--- config.mk ---
export PLATFORM = sky130hd
export DESIGN_NAME = kinase_assay_sequencer
export DESIGN_NICKNAME = d
export VERILOG_FILES = /design/src/rtl/kinase_assay_sequencer.sv
export SDC_FILE = /design/constraint.sdc
export NUM_CORES = 1
export LEC_CHECK = 0
export ABC_CLOCK_PERIOD_IN_PS = 4200
export BUFFER_PORTS_ARGS = -buffer_cell sky130_fd_sc_hd__buf_2
export CAP_MARGIN = 0
export CORE_ASPECT_RATIO = 1.4
export CORE_MARGIN = 4
export CORE_UTILIZATION = 40
export DETAILED_ROUTE_END_ITERATION = 8
export GPL_ROUTABILITY_DRIVEN = 0
export HOLD_SLACK_MARGIN = 0.06
export PLACE_DENSITY = 0.73
export SETUP_SLACK_MARGIN = 0.3
export SYNTH_ARGS = -nofsm -noshare
export SYNTH_HDL_FRONTEND = slang
export SYNTH_SLANG_ARGS = --single-unit
export TNS_END_PERCENT = 5
--- constraint.sdc ---
create_clock -name clk -period 4.2 [get_ports clk]
set_input_delay 0.21 -clock clk [delete_from_list [all_inputs] [get_ports clk]]
set_output_delay 0.21 -clock clk [all_outputs]
set_load 0.02 [all_outputs]
--- src/rtl/kinase_assay_sequencer.sv ---
// Protocol sequencer for the dual-lane kinase assay: load, mix, incubate, wash, elute.
// Both lanes share one valve set, so a single FSM drives every registered valve output.
module kinase_assay_sequencer #(
    parameter int DW       = 16,
    parameter int PUMP_DIV = 4
) (
    input  logic          clk,
    input  logic          rst,
    input  logic          start,
    input  logic          abort,
    input  logic [DW-1:0] load_len,
    input  logic [DW-1:0] mix_len,
    input  logic [DW-1:0] inc_len,
    input  logic [DW-1:0] wash_len,
    input  logic [DW-1:0] elute_len,
    output logic [12:0]   c,
    output logic [3:0]    s,
    output logic [4:0]    p,
    output logic          busy,
    output logic          done,
    output logic          aborted,
    output logic [2:0]    state
);
    localparam int DIVW = (PUMP_DIV > 1) ? $clog2(PUMP_DIV) : 1;

    typedef enum logic [2:0] {
        IDLE  = 3'd0,
        LOAD  = 3'd1,
        MIX   = 3'd2,
        INC   = 3'd3,
        WASH  = 3'd4,
        ELUTE = 3'd5,
        DONE  = 3'd6
    } state_t;

    state_t          state_reg, state_next;
    logic [DW-1:0]   cnt_reg, cnt_next;
    logic [2:0]      phase_reg, phase_next;
    logic [DIVW-1:0] div_reg, div_next;
    logic            tog_reg, tog_next;
    logic            aborted_next;
    logic            accept_start;
    logic [DW-1:0]   cfg_reg [5];
    logic [DW-1:0]   len_in [5];
    logic [DW-1:0]   next_len;

    assign len_in[0] = load_len;
    assign len_in[1] = mix_len;
    assign len_in[2] = inc_len;
    assign len_in[3] = wash_len;
    assign len_in[4] = elute_len;
    assign accept_start = (state_reg == IDLE) && start && !abort;
    assign state = state_reg;

    // A zero-length step still occupies one cycle, so the counter never underflows.
    function automatic logic [DW-1:0] dwell(input logic [DW-1:0] len);
        return (len == '0) ? '0 : len - 1'b1;
    endfunction

    function automatic logic [21:0] valve_map(input state_t st, input logic [2:0] ph,
                                              input logic tg);
        logic [12:0] cv;
        logic [3:0]  sv;
        logic [4:0]  pv;
        cv = 13'h1FFF;
        sv = 4'hF;
        pv = 5'h1F;
        case (st)
            LOAD:  cv = 13'h1FF0;
            MIX: begin
                case (ph)
                    3'd0:    pv = 5'b11_011;
                    3'd1:    pv = 5'b11_001;
                    3'd2:    pv = 5'b11_101;
                    3'd3:    pv = 5'b11_100;
                    3'd4:    pv = 5'b11_110;
                    default: pv = 5'b11_010;
                endcase
            end
            WASH: begin
                cv = 13'h1E0F;
                pv = tg ? 5'b10_111 : 5'b01_111;
            end
            ELUTE: begin
                cv = 13'h01FF;
                sv = 4'h0;
            end
            default: ;
        endcase
        return {cv, sv, pv};
    endfunction

    always_ff @(posedge clk) begin
        if (rst) begin
            for (int i = 0; i < 5; i++) cfg_reg[i] <= '0;
        end else if (accept_start) begin
            for (int i = 0; i < 5; i++) cfg_reg[i] <= len_in[i];
        end
    end

    always_comb begin
        next_len = '0;
        case (state_reg)
            LOAD:    next_len = cfg_reg[1];
            MIX:     next_len = cfg_reg[2];
            INC:     next_len = cfg_reg[3];
            WASH:    next_len = cfg_reg[4];
            default: next_len = '0;
        endcase
    end

    always_comb begin
        state_next   = state_reg;
        cnt_next     = cnt_reg;
        phase_next   = phase_reg;
        div_next     = div_reg;
        tog_next     = tog_reg;
        aborted_next = 1'b0;
        case (state_reg)
            IDLE: begin
                if (accept_start) begin
                    state_next = LOAD;
                    cnt_next   = dwell(load_len);
                end
            end
            DONE: state_next = IDLE;
            default: begin
                if (abort) begin
                    state_next   = IDLE;
                    aborted_next = 1'b1;
                end else if (cnt_reg == '0) begin
                    // Step exit: pump phase and wash toggle restart for the next step.
                    state_next = state_t'(state_reg + 3'd1);
                    cnt_next   = dwell(next_len);
                    div_next   = '0;
                    phase_next = '0;
                    tog_next   = 1'b0;
                end else begin
                    cnt_next = cnt_reg - 1'b1;
                    if (div_reg == DIVW'(PUMP_DIV - 1)) begin
                        div_next = '0;
                        if (state_reg == MIX)
                            phase_next = (phase_reg == 3'd5) ? 3'd0 : phase_reg + 3'd1;
                        if (state_reg == WASH)
                            tog_next = ~tog_reg;
                    end else begin
                        div_next = div_reg + 1'b1;
                    end
                end
            end
        endcase
    end

    always_ff @(posedge clk) begin
        if (rst) begin
            state_reg <= IDLE;
            cnt_reg   <= '0;
            phase_reg <= '0;
            div_reg   <= '0;
            tog_reg   <= 1'b0;
            c         <= 13'h1FFF;
            s         <= 4'hF;
            p         <= 5'h1F;
            busy      <= 1'b0;
            done      <= 1'b0;
            aborted   <= 1'b0;
        end else begin
            state_reg    <= state_next;
            cnt_reg      <= cnt_next;
            phase_reg    <= phase_next;
            div_reg      <= div_next;
            tog_reg      <= tog_next;
            {c, s, p}    <= valve_map(state_next, phase_next, tog_next);
            busy         <= (state_next != IDLE);
            done         <= (state_next == DONE);
            aborted      <= aborted_next;
        end
    end
endmodule

# After elaboration in Yosys (flattened, before gate mapping)
# Memories as Yosys holds them, arrays and structs flattened.
# Index checks and enable logic that the tools add are counted.
[totals]
reg_bits = 50
mem_bits_rw = 80
input_bits = 84
output_inout_bits = 28
word_cells = 98
memories = 1
[memory_table]
columns = ["memory", "words", "width", "rd", "rd_clocked_by_memory_dff", "wr", "line_no", "text"]
rows = [
  ["cfg_reg", 5, 16, 4, 0, 5, "43", "logic [DW-1:0] cfg_reg [5];"],
]
[op_classes]
addsub = 6
eq_ne = 18
n_mux = 40
n_bitwise = 9
reduce_logical = 13
[ops]
columns = ["cell", "n"]
rows = [
  ["$mux 16", 10],
  ["$pmux 16 s4", 1],
  ["$logic_not 16->1", 3],
  ["$sub 16x1->16 const B", 3],
  ["$pmux 13 s3", 1],
  ["$pmux 16 s2", 1],
  ["$mux 3", 9],
  ["$eq 3x3->1 const B", 7],
  ["$eq 3x2->1 const B", 5],
  ["$pmux 3 s5", 1],
  ["$mux 1", 11],
  ["$pmux 5 s2", 1],
  ["$eq 3x1->1 const B", 3],
  ["$add 3x1->3 const B", 2],
  ["$logic_not 3->1", 2],
  ["$pmux 3 s2", 1],
  ["$mux 5", 1],
  ["$or 1x1->1", 5],
  ["$mux 2", 2],
  ["$mux 4", 1],
  ["$not 1->1", 4],
  ["$reduce_and 3->1", 1],
  ["$reduce_bool 3->1", 1],
  ["$reduce_or 3->1", 1],
  ["other kinds (8)", 9],
]

# Depth between registers and ports, before layout
# Gate-level depths: netlist of run 1.
[depth]
depth_word = 10
ltp_mapped = 14
mapped_depth_nobuf = 12

# Least setup slack after synthesis of run 1
# OpenSTA, ideal clock, no wires.
[synth_timing]
kind = "reg2reg"
start = "register state_reg[2], in the netlist state[2]"
end = "register cnt_reg[11]"
setup_ns = 0.132
arrival_ns = 3.225
required_ns = 4.068
slack_ns = 0.844
path_stages_with_launch = 13
n_path_buf = 2
period_less_slack_ns = 3.356
path_cell_list = "dfxtp_1 > inv_1 > buf_1 > ha_1 > clkbuf_1 > a32oi_1 > o21ai_0 > or3_1 > a221o_1 > a21o_1 > o41a_1 > a221oi_1 > nor3_1"
[synth_via]
elab_chain_cells = 7
word_cells_on_any_way = 19
classes_between = "add/sub: 1; eq/ne: 7; mux: 5; bitwise: 1; reduce/logical: 5"
[synth_lines]
columns = ["item", "line_no", "text"]
rows = [
  ["start, declared", "36", "state_t state_reg, state_next;"],
  ["start signal, assigned", "168", "state_reg <= state_next;"],
  ["$eq 3x3->1 (tied with other cells)", "103", "case (state_reg)"],
  ["$pmux 16 s4", "103", ""],
  ["$sub 16x1->16 or $logic_not 16->1 (tied branches)", "57", "return (len == '0) ? '0 : len - 1'b1;"],
  ["$mux 16", "57", ""],
  ["$mux 16", "131", "end else if (cnt_reg == '0) begin"],
  ["$mux 16", "128", "if (abort) begin"],
  ["$pmux 16 s2", "119", "case (state_reg)"],
  ["end signal, assigned", "169", "cnt_reg <= cnt_next;"],
  ["end, declared", "37", "logic [DW-1:0] cnt_reg, cnt_next;"],
]
# Several ways; a longest one is shown, not always the timed one. The select of a mux whose other input is x is not followed.
# A chain may end at the register's enable or synchronous reset.

# Final worst setup path of run 1
[layout_timing]
start = "register state_reg[1], in the netlist state[1]"
end = "register cnt_reg[11]"
# Same word-level chain as after synthesis.

==> results_dict.tcl, run 1 <==
set metrics [dict create \
    hold_viol_final 0 \
    fin_crit_sh 0.879 \
    fin_nets 748 \
    cts_setup_buffers 0 \
    wl_per_cell_microns 16.4 \
    ioPinCount 112 \
    fmax_ghz 0.271 \
    grt-ovfl-total 0 \
    hold_ws_ns 0.127 \
    post-place-cells 825 \
    synthesis.nets 666 \
    die_x_microns 108 \
    antenna_found_initial 0 \
    power_density_mw_per_mm2 359 \
    ctsHoldBuffers 0 \
    clock_sinks 101 \
    grt_usage 0.175 \
    antenna_left 0 \
    cts_resized 0 \
    area_delta_synth_final_pct 15.9 \
    synthCells 572 \
    port_buffers 111 \
    required_ns 4.42 \
    fin_tns_setup_ns 0 \
    reg2reg_setup_slack_ns 0.51 \
    ys.flop_type "edfxtp_1" \
    num_vias 4626 \
    diodes 0 \
    htreeDepth 3 \
    rsz0062_at_grt "true" \
    numCtsBuffers 9 \
    core_area_sq_mm 0.0135 \
    drtIter0Drc 329 \
    dp_hpwl_microns 10300 \
    cts_tree "built" \
    slew_viol_final 0 \
    ir_drop_mv 0.203 \
    clockRootBuffer "clkbuf_16" \
    grt_pass1_vias 4740 \
    grt_pass1_wl_microns 22700 \
    syn_area_sq_mm 0.00557 \
    cp_max_fo 17 \
    max-slew-margin-rel 0.396 \
    tightest_slew_ns 0.903 \
    yosysWarningCount 0 \
    setup_viol 0 \
    ys_ff_latch 101 \
    synth_cell_types 61 \
    worstPathArrival_ns 3.91 \
    maxCapViolations 0 \
    fin_ws_ns 0.508 \
    clk_latency_ns 0.36 \
    largest_register_ffs 64 \
    synth-edff-count 64 \
    ys_seq_area_frac 0.478 \
    power.leakage_nw 2.53 \
    start_kind "register" \
    die_area_sq_mm 0.0159 \
    drtPass1Iterations 5 \
    clkTransAtPathRegs_ns 0.07 \
    layout-drive-gt1-share 0.225 \
    hold_path_class "input pin to register" \
    status "finished clean" \
    layout.cells.non_filler 841 \
    async_flop_share 0 \
    vias_per_cell 5.50 \
    cts_buffer_depth 2 \
    drt_wl_total_microns 13800 \
    power.total_mw 2.32 \
    path_class "register to register" \
    initial_core_util 0.412 \
    finClkSkew_ns 0.00748 \
    drc 0 \
    cp-end-kind "register" \
    syn_avg_cell_area_sq_um 9.74 \
    grt_max_degree 65 \
    pre_cts_slack_ns 0.465 \
    num_rows 50 \
    die_y_microns 148 \
    layout_min_cycle_time_ns 3.69 \
]
## cells by family (layout without fill, tap and decap cells)
kind of cell,after synthesis,in the layout,share of synthesized area
xor gates and xnor gates,28,28,0.0440
adders and majority gates,10,10,0.0225
and+or+nand+nor,241,241,0.228
buffers and inverters,59,146,0.0521
muxes,1,1,0.00202
AOI/OAI and AO/OA,132,132,0.173
DFF,101,101,0.478
## worst max-delay path, cell delays in order (launching register included)
cell      delay, ns
dfxtp_1        0.40
inv_1          0.09
ha_1           0.40
a32o_1         0.35
a221oi_1       0.53
nand4_1        0.38
a21o_1         0.33
o41a_1         0.65
a221oi_1       0.34
nor3_1         0.08
## worst paths after layout
| path | endpoint | depth (start not counted) | startpoint |
|---|---|---|---|
| setup / recovery | cnt_reg[11] | 9 | state[1] |
| hold / removal | cfg_reg[0][54] | 2 | wash_len[6] |
| setup reg to reg | cnt_reg[11] | 9 | state[1] |
| hold reg to reg | div_reg[1] | 2 | div_reg[1] |
## placed cells by master, fill, tap and decap left out, types with 10 or more instances in the layout
cell type,synthesis,routed
o21ai_0,23,23
nand2_1,30,30
xnor2_1,15,15
dfxtp_1,37,37
nor3_1,27,27
buf_2,3,111
xor2_1,13,13
nor2_1,57,56
edfxtp_1,64,64
nand3_1,11,11
and2_1,66,66
ha_1,10,10
a32o_1,11,11
a21oi_1,22,22
inv_1,12,12
## final cells by class
class / instances / area [sq um]
timing repair buffer: 118 / 608
clock buffer: 9 / 225
sequential: 101 / 2660
fill: 1294 / 7060
inverter: 12 / 45.0
clock inverter: 7 / 56.3
multi-input combinational: 412 / 2630
tap: 182 / 228
## metal layers
layer  part of all wire  wire, microns  global-route usage
met5                  0              0                   0
met4              0.035            490              0.0865
met3              0.053            730              0.0301
met2               0.50           6890               0.297
met1               0.41           5690               0.214
## through the flow
stage | cell area (sq um) | util
2_1_floorplan | 5570 | -
3_3_place_gp | 6170 | 0.456
3_5_place_dp | 6170 | 0.456
4_1_cts | 6450 | 0.477
5_1_grt | 6450 | 0.478
6_report | 6450 | 0.478
## synth_stat cells, drive strengths merged, types with 3 or more instances
library cell	instances	share of area
o221ai	4	0.0063
nand4	3	0.0034
o211ai	4	0.0054
nand2b	3	0.0034
nor2b	6	0.0067
a31oi	8	0.0090
ha	10	0.022
xnor2	15	0.024
a211oi	9	0.012
xor2	13	0.020
a22o	3	0.0047
dfxtp	37	0.13
nand3b	5	0.0067
clkbuf	27	0.018
a22oi	5	0.0067
nor3	27	0.024
inv	12	0.0081
a221oi	9	0.016
or3	5	0.0056
a21oi	22	0.020
a221o	3	0.0054
and3	4	0.0045
a2111oi	4	0.0074
o21ai	26	0.023
nand2	30	0.020
or4	5	0.0067
nor4b	4	0.0063
nand3	11	0.0099
edfxtp	64	0.35
and2	67	0.076
o31ai	6	0.0081
nor2	57	0.038
nor4	7	0.0079
a32oi	4	0.0063
a32o	11	0.020
or2	5	0.0056
buf	20	0.026
## power breakdown
group / internal, mW / total [mW] / switching (mW)
combinational: 0.140 / 0.353 / 0.212
sequential: 1.12 / 1.16 / 0.0417
clock: 0.410 / 0.800 / 0.389
total: 1.67 / 2.32 / 0.643
(Power assumes the default switching activity.)
==> run 2: changes to the inputs <==
Settings changed: ABC_AREA set to 1, GPL_TIMING_DRIVEN set to 0.
==> run 2 against run 1 <==
  * Global-route usage grew 0.43 points
  * Synthesized cell count increased by 44%
  * Cell count up 36%
  * Critical path type unchanged
  * Largest power group unchanged
==> results_dict.tcl, run 2 <==
set metrics [dict create \
    antenna_left 0 \
    cp_common_cell "nand2_1" \
    vias_per_cell 4.80 \
    mostFrequentLayoutCell "nand2_1" \
    drtPass1Iterations 6 \
    max-slew-margin-rel 0.571 \
    synthCells 825 \
    layout-drive-gt1-share 0.188 \
    yosys.area.top_type "edfxtp_1" \
    num_rows 52 \
    fin_tns_setup_ns 0 \
    synth_cell_types 33 \
    synth_area_leaders "edfxtp_1 32%, dfxtp_1 12%, nand2_1 9.9%, nor2_1 9.1%, inv_1 7.4%" \
    required_ns 4.44 \
    initial_core_util 0.413 \
    ys.flop_type "edfxtp_1" \
    drc 0 \
    finClkSkew_ns 0.00859 \
    grt_max_degree 40 \
    place_area_sq_mm 0.00686 \
    hold_viol_final 0 \
    cp-endpoint "cnt_reg[1]" \
    cts_setup_buffers 0 \
    grt-ovfl-total 0 \
    cts_resized 0 \
    crit_chain "inv_2, buf_2, ha_1, clkbuf_1, buf_4, nand2_1, nand2_1, o21ai_2, ha_1, inv_1, nor2_1, nand2_1, o21ai_4, nor2_1, o21ai_1, a21oi_1" \
    num_vias 5487 \
    status "finished clean" \
    power.leakage_nw 3.63 \
    hold_path_class "input pin to register" \
    critPathLaunch "state[2]" \
    ir_drop_mv 0.181 \
    ctsHoldBuffers 0 \
    reg2reg_setup_slack_ns 1.16 \
    reg2reg_depth 16 \
    numCtsBuffers 9 \
    final_cell_mix "159 x nand2_1, 146 x nor2_1, 119 x inv_1, 119 x buf_2, 80 x nand3_1" \
    ioPinCount 112 \
    die_area_sq_mm 0.0172 \
    power_density_mw_per_mm2 340 \
    die_y_microns 153 \
    maxCapViolations 0 \
    power.total_mw 2.44 \
    start_kind "register" \
    htreeDepth 3 \
    final_cell_area_sq_mm 0.00716 \
    ys_seq_area_frac 0.441 \
    diodes 0 \
    port_buffers 111 \
    worstPathArrival_ns 3.28 \
    cts_tree "built" \
    syn_area_sq_mm 0.00604 \
    slew_viol_final 0 \
    die_x_microns 112 \
    async_flop_share 0 \
    cp_max_fo 10 \
    core_area_sq_mm 0.0146 \
    grt_pass1_wl_microns 25200 \
    layout_min_cycle_time_ns 3.04 \
    crit_path_max_incr_delay_ns 0.45 \
    yosysWarningCount 0 \
    rsz0062_at_grt "false" \
    synth-edff-count 64 \
    drt_wl_total_microns 15200 \
    clock_sinks 101 \
    grt_pass1_vias 5368 \
    grt_usage 0.180 \
    syn_avg_cell_area_sq_um 7.32 \
    fin_nets 1042 \
    area_delta_synth_final_pct 18.4 \
    cp-end-kind "register" \
    path_class "register to register" \
    synthesis.nets 919 \
    largest_register_ffs 64 \
    synth_top_cell_area_share 0.318 \
    antenna_found_initial 0 \
    synth.most_common_cell "nand2_1" \
    ys_ff_latch 101 \
    clkTransAtPathRegs_ns 0.07 \
    worst_r2r_endpoint "cnt_reg[1]" \
    clk_latency_ns 0.35 \
    tightest_slew_ns 0.642 \
    fin_crit_sh 0.725 \
    wl_per_cell_microns 13.3 \
    drtIter0Drc 266 \
    clockRootBuffer "clkbuf_16" \
    worst_path_max_delay_cell "dfxtp_1" \
    setup_viol 0 \
    fmax_ghz 0.328 \
    cts_buffer_depth 2 \
    dp_hpwl_microns 12000 \
    synth_commonest_cells "160 x nand2_1, 146 x nor2_1, 119 x inv_1" \
    r2r-start "state[2]" \
]
==> run 2: worst min path at each step <==
stage,from,endpoint,slack (ns),depth (start not counted)
global placement,div_reg[1],div_reg[1],0.46,2
CTS,wash_len[13],cfg_reg[0][61],0.16,3
floorplan,abort,aborted,0.37,2
finish,mix_len[10],cfg_reg[0][26],0.16,3
global route,elute_len[12],cfg_reg[0][76],0.17,3
detailed placement,div_reg[1],div_reg[1],0.46,2
==> run 2: where the power goes <==
part	total (mW)	switching, mW	internal (mW)
Combinational	0.436	0.280	0.156
Sequential	1.16	0.0354	1.12
Clock	0.840	0.374	0.465
Total	2.44	0.689	1.75
==> run 2: critical path, delay by kind of cell, from the launching register on <==
| kind | cells | cell delay (ns) |
|---|---|---|
| buffers and inverters | 5 | 0.76 |
| AND/OR/NAND/NOR | 5 | 0.51 |
| adder cells (fa/ha/maj) | 2 | 0.39 |
| flip-flops | 1 | 0.45 |
| AO/OA/AOI/OAI | 4 | 0.84 |
==> run 2: logic make-up (layout without fill, tap and decap cells) <==
family                     after synthesis  count (layout)  synth area share
AOI/OAI and AO/OA                      103             103            0.0932
adders and majority gates               10              10            0.0207
buffers and inverters                  165             293             0.116
DFF                                    101             101             0.441
and+or+nand+nor                        421             421             0.293
xor gates and xnor gates                25              25            0.0362
==> run 2: stage by stage <==
stage,hold WS [ns],instances,utilization,setup slack (ns)
global placement,0.455,1125,0.467,0.461
detailed placement,0.461,1126,0.468,1.17
global route,0.170,1142,0.489,0.877
CTS,0.156,1142,0.489,1.15
finish,0.157,1142,0.489,1.16
floorplan,0.371,825,-,1.15
==> run 2: layout make-up <==
cell class | count | area, sq um
Fill cell | 1495 | 7480
Multi-Input combinational cell | 559 | 2680
Sequential cell | 101 | 2660
Timing Repair Buffer | 112 | 576
Inverter | 126 | 473
Tap cell | 189 | 236
Buffer | 39 | 228
Clock buffer | 9 | 225
Clock inverter | 7 | 73.8
==> run 2: metal layers <==
layer,track usage,share of wire,up-vias
li1,-,-,2870
met5,0,0,-
met1,0.206,0.40,2409
met2,0.323,0.52,165
met3,0.0241,0.043,43
met4,0.0904,0.039,0
